==> src/rtl/wb_rr_arbiter.sv <==
// Round-robin Wishbone arbiter that shares one single-cycle-ack MMIO slave among N masters.
// The owner keeps the bus while it holds CYC. A watchdog error-terminates a strobe the slave never acknowledges.
module wb_rr_arbiter #(
  parameter int N       = 2,
  parameter int AW      = 8,
  parameter int TIMEOUT = 16
) (
  input  logic            CLK,
  input  logic            RST,
  input  logic [N-1:0]    m_cyc,
  input  logic [N-1:0]    m_stb,
  input  logic [N-1:0]    m_we,
  input  logic [N*AW-1:0] m_adr,
  input  logic [N*32-1:0] m_dat_w,
  output logic [31:0]     m_dat_r,
  output logic [N-1:0]    m_ack,
  output logic [N-1:0]    m_err,
  output logic            s_cyc,
  output logic            s_stb,
  output logic            s_we,
  output logic [AW-1:0]   s_adr,
  output logic [31:0]     s_dat_w,
  input  logic [31:0]     s_dat_r,
  input  logic            s_ack,
  output logic [N-1:0]    grant
);

  localparam int IW = (N > 1) ? $clog2(N) : 1;
  localparam int CW = $clog2(TIMEOUT + 1);

  typedef enum logic [1:0] {IDLE, OWN, ERR} state_t;

  state_t        r_state;
  state_t        w_nextState;
  logic [IW-1:0] r_owner;
  logic [IW-1:0] w_nextOwner;
  logic [IW-1:0] r_lastGrant;
  logic [IW-1:0] w_nextLast;
  logic [CW-1:0] r_count;
  logic [CW-1:0] w_nextCount;

  logic          w_found;
  logic [IW-1:0] w_pick;
  logic [IW:0]   w_scan;
  logic          w_ownCyc;
  logic          w_ownStb;
  logic          w_stall;

  assign w_ownCyc = m_cyc[r_owner];
  assign w_ownStb = m_stb[r_owner];
  assign w_stall  = (r_state == OWN) && w_ownCyc && w_ownStb && !s_ack;
  assign m_dat_r  = s_dat_r;

  // Rotating priority: the master just after the last owner is scanned first.
  always_comb begin
    w_found = 1'b0;
    w_pick  = r_lastGrant;
    w_scan  = '0;
    for (int k = 1; k <= N; k++) begin
      w_scan = {1'b0, r_lastGrant} + (IW+1)'(k);
      if (w_scan >= (IW+1)'(N)) begin
        w_scan = w_scan - (IW+1)'(N);
      end
      if (!w_found && m_cyc[w_scan[IW-1:0]]) begin
        w_found = 1'b1;
        w_pick  = w_scan[IW-1:0];
      end
    end
  end

  always_ff @(posedge CLK) begin
    if (RST) begin
      r_state     <= IDLE;
      r_owner     <= '0;
      r_lastGrant <= IW'(N - 1);
      r_count     <= '0;
    end else begin
      r_state     <= w_nextState;
      r_owner     <= w_nextOwner;
      r_lastGrant <= w_nextLast;
      r_count     <= w_nextCount;
    end
  end

  always_comb begin
    w_nextState = r_state;
    w_nextOwner = r_owner;
    w_nextLast  = r_lastGrant;
    w_nextCount = r_count;
    unique case (r_state)
      IDLE: begin
        w_nextCount = '0;
        if (w_found) begin
          w_nextState = OWN;
          w_nextOwner = w_pick;
          w_nextLast  = w_pick;
        end
      end
      OWN: begin
        if (!w_ownCyc) begin
          w_nextState = IDLE;
          w_nextCount = '0;
        end else if (w_stall) begin
          // The stall that would bring the count to TIMEOUT ends the cycle with an error.
          if (r_count == CW'(TIMEOUT - 1)) begin
            w_nextState = ERR;
            w_nextCount = '0;
          end else begin
            w_nextCount = r_count + CW'(1);
          end
        end else begin
          w_nextCount = '0;
        end
      end
      ERR: begin
        w_nextState = IDLE;
        w_nextCount = '0;
      end
      default: begin
        w_nextState = IDLE;
        w_nextCount = '0;
      end
    endcase
  end

  always_comb begin
    s_cyc   = 1'b0;
    s_stb   = 1'b0;
    s_we    = 1'b0;
    s_adr   = '0;
    s_dat_w = '0;
    m_ack   = '0;
    m_err   = '0;
    grant   = '0;
    case (r_state)
      OWN: begin
        s_cyc          = w_ownCyc;
        s_stb          = w_ownCyc & w_ownStb;
        s_we           = m_we[r_owner];
        s_adr          = m_adr[r_owner*AW +: AW];
        s_dat_w        = m_dat_w[r_owner*32 +: 32];
        m_ack[r_owner] = s_ack & w_ownCyc;
        grant[r_owner] = 1'b1;
      end
      ERR: begin
        m_err[r_owner] = 1'b1;
      end
      default: begin
      end
    endcase
  end

endmodule

==> config.mk <==
export PLATFORM = sky130hd
export DESIGN_NAME = wb_rr_arbiter
export DESIGN_NICKNAME = d
export VERILOG_FILES = /design/src/rtl/wb_rr_arbiter.sv
export SDC_FILE = /design/constraint.sdc
export NUM_CORES = 1
export LEC_CHECK = 0
export CAP_MARGIN = 20
export CORE_AREA = 2 2 78 80
export DETAILED_ROUTE_END_ITERATION = 8
export DIE_AREA = 0 0 80 82
export HOLD_SLACK_MARGIN = 0.12
export PLACE_DENSITY = 0.8
export RECOVER_POWER = 100
export SETUP_SLACK_MARGIN = 0.15
export SYNTH_ARGS = -nofsm -noshare
export SYNTH_HDL_FRONTEND = slang
export SYNTH_SLANG_ARGS = --single-unit
==> constraint.sdc <==
create_clock -name CLK -period 2.01 [get_ports CLK]
set_input_delay 0.5025 -clock CLK [delete_from_list [all_inputs] [get_ports CLK]]
set_output_delay 0.5025 -clock CLK [all_outputs]
set_load 0.005 [all_outputs]
==> results of run 1 <==
## flip-flops by register name, indices dropped and copies added (netlist names)
signal / count
r_count: 5
r_state: 2
r_lastGrant: 1
r_owner: 1
## per-layer routing
metal / wire, µm / vias to the layer above
li1: - / 728
met3: 771 / 10
met5: 0 / -
met4: 127 / 0
met2: 3030 / 114
met1: 2390 / 767
## cells in the final DEF (no fill, tap or decap), types with 2 or more instances in the layout
master / synthesis / final
clkbuf_8: 0 / 3
inv_1: 4 / 4
a22o_4: 0 / 18
dlygate4sd2_1: 0 / 4
dfxtp_1: 9 / 6
nand2_1: 6 / 4
nor2_1: 9 / 9
ha_1: 2 / 2
buf_16: 0 / 4
clkbuf_4: 0 / 2
clkdlybuf4s50_1: 0 / 84
nor2b_4: 2 / 2
clkbuf_1: 0 / 2
buf_2: 0 / 21
buf_4: 32 / 13
buf_8: 3 / 2
a22o_1: 20 / 20
buf_6: 7 / 20
a22o_2: 21 / 3
o21ai_0: 2 / 2
clkbuf_2: 0 / 5
dfxtp_2: 0 / 2
buf_12: 1 / 4
## metrics by stage
| step | setup TNS [ps] | worst slack [ps] | area [µm²] | cells | util |
|---|---|---|---|---|---|
| 5_1_grt | -1720 | -66.7 | 2790 | 338 | 0.486 |
| 6_report | -371 | -33.7 | 2790 | 338 | 0.486 |
| 3_5_place_dp | -5090 | -414 | 2440 | 319 | 0.424 |
| 3_3_place_gp | -4970 | -404 | 2440 | 319 | 0.424 |
| 4_1_cts | -430 | -29.6 | 2810 | 338 | 0.489 |
| 2_1_floorplan | 0 | 433 | 1230 | 137 | - |
## what timing repair did
action | CTS | global route
pin swaps | 40 | 3
resized for setup | 236 | 8
endpoints found under the setup margin | 49 | 45
cloned | 6 | 0
setup buffers | 9 | 0
## how the worst min path moves through the flow
stage,start,cells after the start,end,slack (ps)
final,r_count[0],1,r_count[0],450
after global placement,r_count[0],1,r_count[0],430
after global routing,r_count[0],1,r_count[0],480
after floorplan,r_count[0],1,r_count[0],420
after detailed placement,r_count[0],1,r_count[0],440
after CTS,r_count[0],1,r_count[0],450
## final cells by class
class / instances / area (µm²) / area share
Inverter: 4 / 15.0 / 0.00538
Tap cell: 75 / 93.8 / 0.0336
Sequential cell: 9 / 186 / 0.0668
Timing Repair Buffer: 165 / 1640 / 0.589
Multi-Input combinational cell: 81 / 807 / 0.289
Clock buffer: 4 / 45.0 / 0.0161
## kinds of logic after synthesis
kind of cell,synth area share
multiplexers,0.0264
buffers and inverters,0.324
flip-flops,0.146
XOR/XNOR,0.0142
AO/OA/AOI/OAI,0.341
adder cells (fa/ha/maj),0.0203
AND/OR/NAND/NOR,0.129
## power groups by stage
stage	clock network (µW)	registers, µW	logic, µW
floorplan	0	193	281
global placement	0	194	598
detailed placement	0	194	600
CTS	216	192	750
global route	223	193	789
finish	212	192	753
==> summary.md, run 1 <==
| Metric | Value |
|---|---|
| M1 GR Usage | `0.187` |
| Comb pwr share | `0.651` |
| IO Port Bufs | `137` |
| Standard-cell row count | `28` |
| Ant diodes | `0` |
| CP cell instances | `nor2b_4 -> nor2b_4 -> buf_12 -> buf_8 -> buf_12 -> a22o_4 -> buf_6` |
| Pwr Total | `1160 µW` |
| Max clock buf depth | `2` |
| Most instantiated cells after synthesis | `32 x buf_4, 21 x a22o_2, 20 x a22o_1` |
| Crit Path Category | `register to output pin` |
| Critical Path Sink | `s_dat_w[26]` |
| Worst R2R Setup Slack | `500 ps` |
| DRT antenna net count | `0` |
| CTS sink count | `9` |
| Sw frac | `0.285` |
| H-tree levels | `1` |
| Clock Power Share | `0.183` |
| GR Util All Layers | `0.173` |
| Cell taking the most area after synthesis | `buf_4` |
| CP Depth | `7` |
| Vias post-DR | `1619` |
| Io pins | `202` |
| GR peak layer | `met2` |
| Initial DRC count | `58` |
| Req. time, crit path | `1510 ps` |
| TritonCTS clock tree | `built` |
| FFs w/ async S/R, synth | `0` |
| Clock skew | `2.59 ps` |
| Flop pwr share | `0.166` |
| Die width | `80 µm` |
| MaxCap Viol Count | `0` |
| Buf+Inv Stages, Crit Path | `4` |
| Endpoints failing hold | `0` |
| Int Pwr | `827 µW` |
| Clock buffer count from CTS | `3` |
| DR vias/cell | `4.79` |
| WL/cell | `18.7 µm` |
| Synth unique cells | `30` |
| Worst-Margin Slew | `223 ps` |
| Period minus WS final | `2040 ps` |
| HPWL after DPL | `4240 µm` |
| Initial Util | `0.215` |
| RD Place Congestion | `0.772` |
| CP endpoint kind | `output pin` |
| Mean post-synth cell area | `9.00 µm²` |
| Clk pin slew, worst setup/hold paths | `50 ps` |
| Startpoint types | `register` |
| Syn. warnings | `0` |
| Largest cells by area after synthesis | `buf_4 19%, a22o_2 17%, dfxtp_1 15%` |
| DIE HEIGHT | `82 µm` |
| R2r endpoint | `r_count[3]` |
| Static Leak | `0.00128 µW` |
| Routed WL | `6320 µm` |
| CP top delay family | `buffers and inverters` |
| First-pass GRT wire length | `8490 µm` |
| FF+latch count, synth | `9` |
| Initial antenna violation count | `0` |
| Crit share post-route | `1.02` |
| P_sw | `330 µW` |
| Syn nets | `260` |
| Top cell type's share of synthesized area | `0.195` |
| Setup violators final | `22` |
| Synth Flop Type | `dfxtp_1` |
| Vias in the first global route | `1550` |
| Most common cell in the synthesized netlist | `buf_4` |
| Worst-Skew Late Latency | `230 ps` |
| Slowest stage delay, CP | `310 ps` |
| Peak Freq | `0.489 GHz` |
| Total gr overflow | `0` |
| RSZ-0062 raised after global routing | `true` |
| Layout cell share with drive strength beyond 1 | `0.414` |
| Reg2Reg Depth | `6` |
| Violated checks | `negative setup slack` |
| Final worst-path setup slack | `-33.7 ps` |
| P&R area growth vs syn | `126%` |
| Slowest cell on crit path | `dfxtp_2` |
| NumNets Final | `387` |
| Core footprint | `0.00575 mm²` |
| Root Buffer Master | `clkbuf_8` |
| Largest net degree at the start of global routing | `22` |
| GR Util met2 | `0.300` |
| Status | `finished, violations left` |
| Post-synth EDFFs | `0` |
| Worst VDD drop | `0.000322 V` |
| Full die area | `0.00656 mm²` |
| Hold WS | `450 ps` |
| Relative slew margins | `0.850` |
| CP Max Fanout | `8` |
| CTS hold repair buffers | `0` |
| DRC | `0` |
| Number of fill cells | `526` |
| Detailed Routing Iterations Pass 1 | `4` |
| Min-delay worst type | `register to register` |
| Mapped Area | `0.00123 mm²` |
| Crit. Startpoint | `r_state[0]` |
| Worst EP arrival | `1540 ps` |
| Met3 GRT Util | `0.0747` |
| Final Slew Violations | `0` |
| Post-synthesis sequential area ratio | `0.146` |
| RR Startpoint | `r_count[0]` |
| PD cells | `414 mW/mm²` |
| Mapped Cells | `137` |
Power figures use the tool's default switching activity.
==> run 2: changes to the inputs <==
--- a/config.mk
+++ b/config.mk
@@ -6,11 +6,11 @@
 export NUM_CORES = 1
 export LEC_CHECK = 0
 export CAP_MARGIN = 20
-export CORE_AREA = 2 2 78 80
+export CORE_ASPECT_RATIO = 0.8
+export CORE_UTILIZATION = 22
 export DETAILED_ROUTE_END_ITERATION = 8
-export DIE_AREA = 0 0 80 82
 export HOLD_SLACK_MARGIN = 0.12
-export PLACE_DENSITY = 0.8
+export PLACE_DENSITY = 0.81
 export RECOVER_POWER = 100
 export SETUP_SLACK_MARGIN = 0.15
 export SYNTH_ARGS = -nofsm -noshare
==> run 2 against run 1 <==
Effect of this change: the flow still finishes with violations (negative setup slack); via count down 1.7%; design area up 3.9%; cell count up 1.8%; die area down 9.9%; sequential share of layout area down 0.25 points; wire length down 4.4%; count of clock-buffer cells in the layout unchanged; power down 0.18%; clock power down 3%; critical path type unchanged; largest power group unchanged.
==> summary.md, run 2 (same netlist as run 1, synthesis figures left out) <==
| Metric | Value |
|---|---|
| Worst VDD drop | `0.000347 V (+7.7%)` |
| Relative slew margins | `0.781 (-0.0694)` |
| Slowest stage delay, CP | `310 ps (about the same)` |
| WL/cell | `17.5 µm (-6.1%)` |
| GR Util All Layers | `0.180 (+0.00662)` |
| CP Depth | `7 (unchanged)` |
| DIE HEIGHT | `69.0 µm (-16%)` |
| Util after Layout | `0.557 (+0.0712)` |
| DRC | `0 (unchanged)` |
| Biggest regs | `r_count x5, r_state x2` |
| Setup violators final | `34 (+55%)` |
| HPWL after DPL | `4110 µm (-3.0%)` |
| NumNets Final | `393 (+1.6%)` |
| Endpoints failing hold | `0 (unchanged)` |
| Final worst-path setup slack | `-49.9 ps (-16.2 ps)` |
| Max reg flops | `5 (unchanged)` |
| RD Place Congestion | `0.751 (-2.7%)` |
| Final Slew Violations | `0 (unchanged)` |
| Violated checks | `negative setup slack` |
| Worst-Skew Late Latency | `230 ps (about the same)` |
| IO Port Bufs | `137 (unchanged)` |
| Worst-Margin Slew | `320 ps (+96.9 ps)` |
| Initial DRC count | `24 (-59%)` |
| Sequential Area | `186 µm² (unchanged)` |
| Area of the multi-input gates | `797 µm² (-1.2%)` |
| MaxCap Viol Count | `0 (unchanged)` |
| Reg2Reg Depth | `7 (+1)` |
| Total gr overflow | `0 (unchanged)` |
| CP endpoint kind | `output pin` |
| CP most frequent cell | `buf_6` |
| CP cell instances | `nor2b_4 -> buf_6 -> and2_4 -> buf_12 -> buf_16 -> a22o_4 -> buf_6` |
| Clock buffer count from CTS | `3 (unchanged)` |
| Clk pin slew, worst setup/hold paths | `40 ps (about the same)` |
| Vias in the first global route | `1502 (-3.1%)` |
| Slowest cell on crit path | `dfxtp_2` |
| CP top delay family | `buffers and inverters` |
| Largest net degree at the start of global routing | `13 (-41%)` |
| CP Max Fanout | `5 (-3)` |
| DRT antenna net count | `0 (unchanged)` |
| H-tree levels | `1 (unchanged)` |
| Period minus WS final | `2060 ps (+16.2 ps)` |
| DR vias/cell | `4.63 (-3.4%)` |
| Status | `finished, violations left` |
| Worst EP arrival | `1560 ps (+20 ps)` |
| Clock skew | `3.18 ps (+0.595 ps)` |
| Min-delay worst type | `register to register` |
| CTS sink count | `9 (unchanged)` |
| Initial Util | `0.237 (+0.0221)` |
| Static Leak | `0.00132 µW (+3.0%)` |
| Hold WS | `462 ps (+12.2 ps)` |
| Max clock buf depth | `2 (unchanged)` |
| Initial antenna violation count | `0 (unchanged)` |
| Number of fill cells | `468 (-11%)` |
| PD cells | `398 mW/mm² (-4.0%)` |
| RSZ-0062 raised after global routing | `true` |
| Ant diodes | `0 (unchanged)` |
| Full die area | `0.00591 mm² (-9.9%)` |
| Detailed Routing Iterations Pass 1 | `4 (unchanged)` |
| Routed WL | `6040 µm (-4.4%)` |
| Layout cell share with drive strength beyond 1 | `0.435 (+0.0205)` |
| Core footprint | `0.00521 mm² (-9.3%)` |
| Pwr Total | `1150 µW (-0.18%)` |
| Reg with most FFs | `r_count` |
| Vias post-DR | `1591 (-1.7%)` |
| Root Buffer Master | `clkbuf_8` |
| Io pins | `202 (unchanged)` |
| Standard-cell row count | `23 (-18%)` |
| Setup WS pre-CTS | `-422 ps (-7.06 ps)` |
| Req. time, crit path | `1510 ps (about the same)` |
| Crit share post-route | `1.02 (+0.00808)` |
| Crit Path Category | `register to output pin` |
| Setup_tns | `-1040 ps (-670 ps)` |
| First-pass GRT wire length | `7930 µm (-6.7%)` |
| Peak Freq | `0.485 GHz (-0.79%)` |
| Die width | `85.7 µm (+7.2%)` |
| Hold path cells | `1 (unchanged)` |
| Commonest non-fill, non-tap cells in the layout | `84 x clkdlybuf4s50_1, 25 x buf_2, 25 x buf_6` |
| P&R area growth vs syn | `135%` |
| Leading cell type in the layout, fill and taps excluded | `clkdlybuf4s50_1` |
| Buf+Inv Stages, Crit Path | `4 (unchanged)` |
| Startpoint types | `register` |
| TritonCTS clock tree | `built` |
## run 2: final timing paths
kind | start | end | slack, ps
max | r_state[0] | s_we | -50
min | r_count[0] | r_count[0] | 460
max reg2reg | r_owner | r_state[0] | 470
min reg2reg | r_count[0] | r_count[0] | 460
## run 2: layer usage
layer,vias up,part of all wire,track usage
met4,0,0.016,0.0417
met1,743,0.35,0.185
li1,747,-,-
met2,93,0.52,0.336
met3,8,0.12,0.0857
met5,-,0,0
## run 2: per-stage QoR
step                      instances  area (µm²)
after floorplan                 137        1230
after global placement          317        2430
after detailed placement        317        2430
after CTS                       341        2780
after global routing            344        2900
final                           344        2900
## run 2: worst register-to-register path, cell delays in order (launching register included)
cell and delay (ps):
dfxtp_4 360, clkbuf_1 140, buf_4 150, mux2i_1 330, buf_4 170, buf_4 100, o2111ai_1 120, o21ai_0 90
## run 2: timing repair
action | CTS | global route
gates resized for setup | 232 | 25
setup endpoints to repair | 49 | 45
buffers inserted | 12 | 3
hold buffers | 0 | 0
hold endpoints to repair | 0 | 0
gates cloned | 8 | 0
pin swaps | 6 | 4
## run 2: where the power goes
part	internal, µW	leakage, µW	switching, µW
logic	511	0.00123	245
clock network	138	0.0000228	68.3
registers	186	0.0000747	5.70
## run 2: cell type report
type	count	share of cell area
clock buffers	4	0.0155
inverters	4	0.00517
multi-input cells	81	0.275
flip-flops and latches	9	0.0643
well taps	75	0.0323
repair buffers	171	0.608
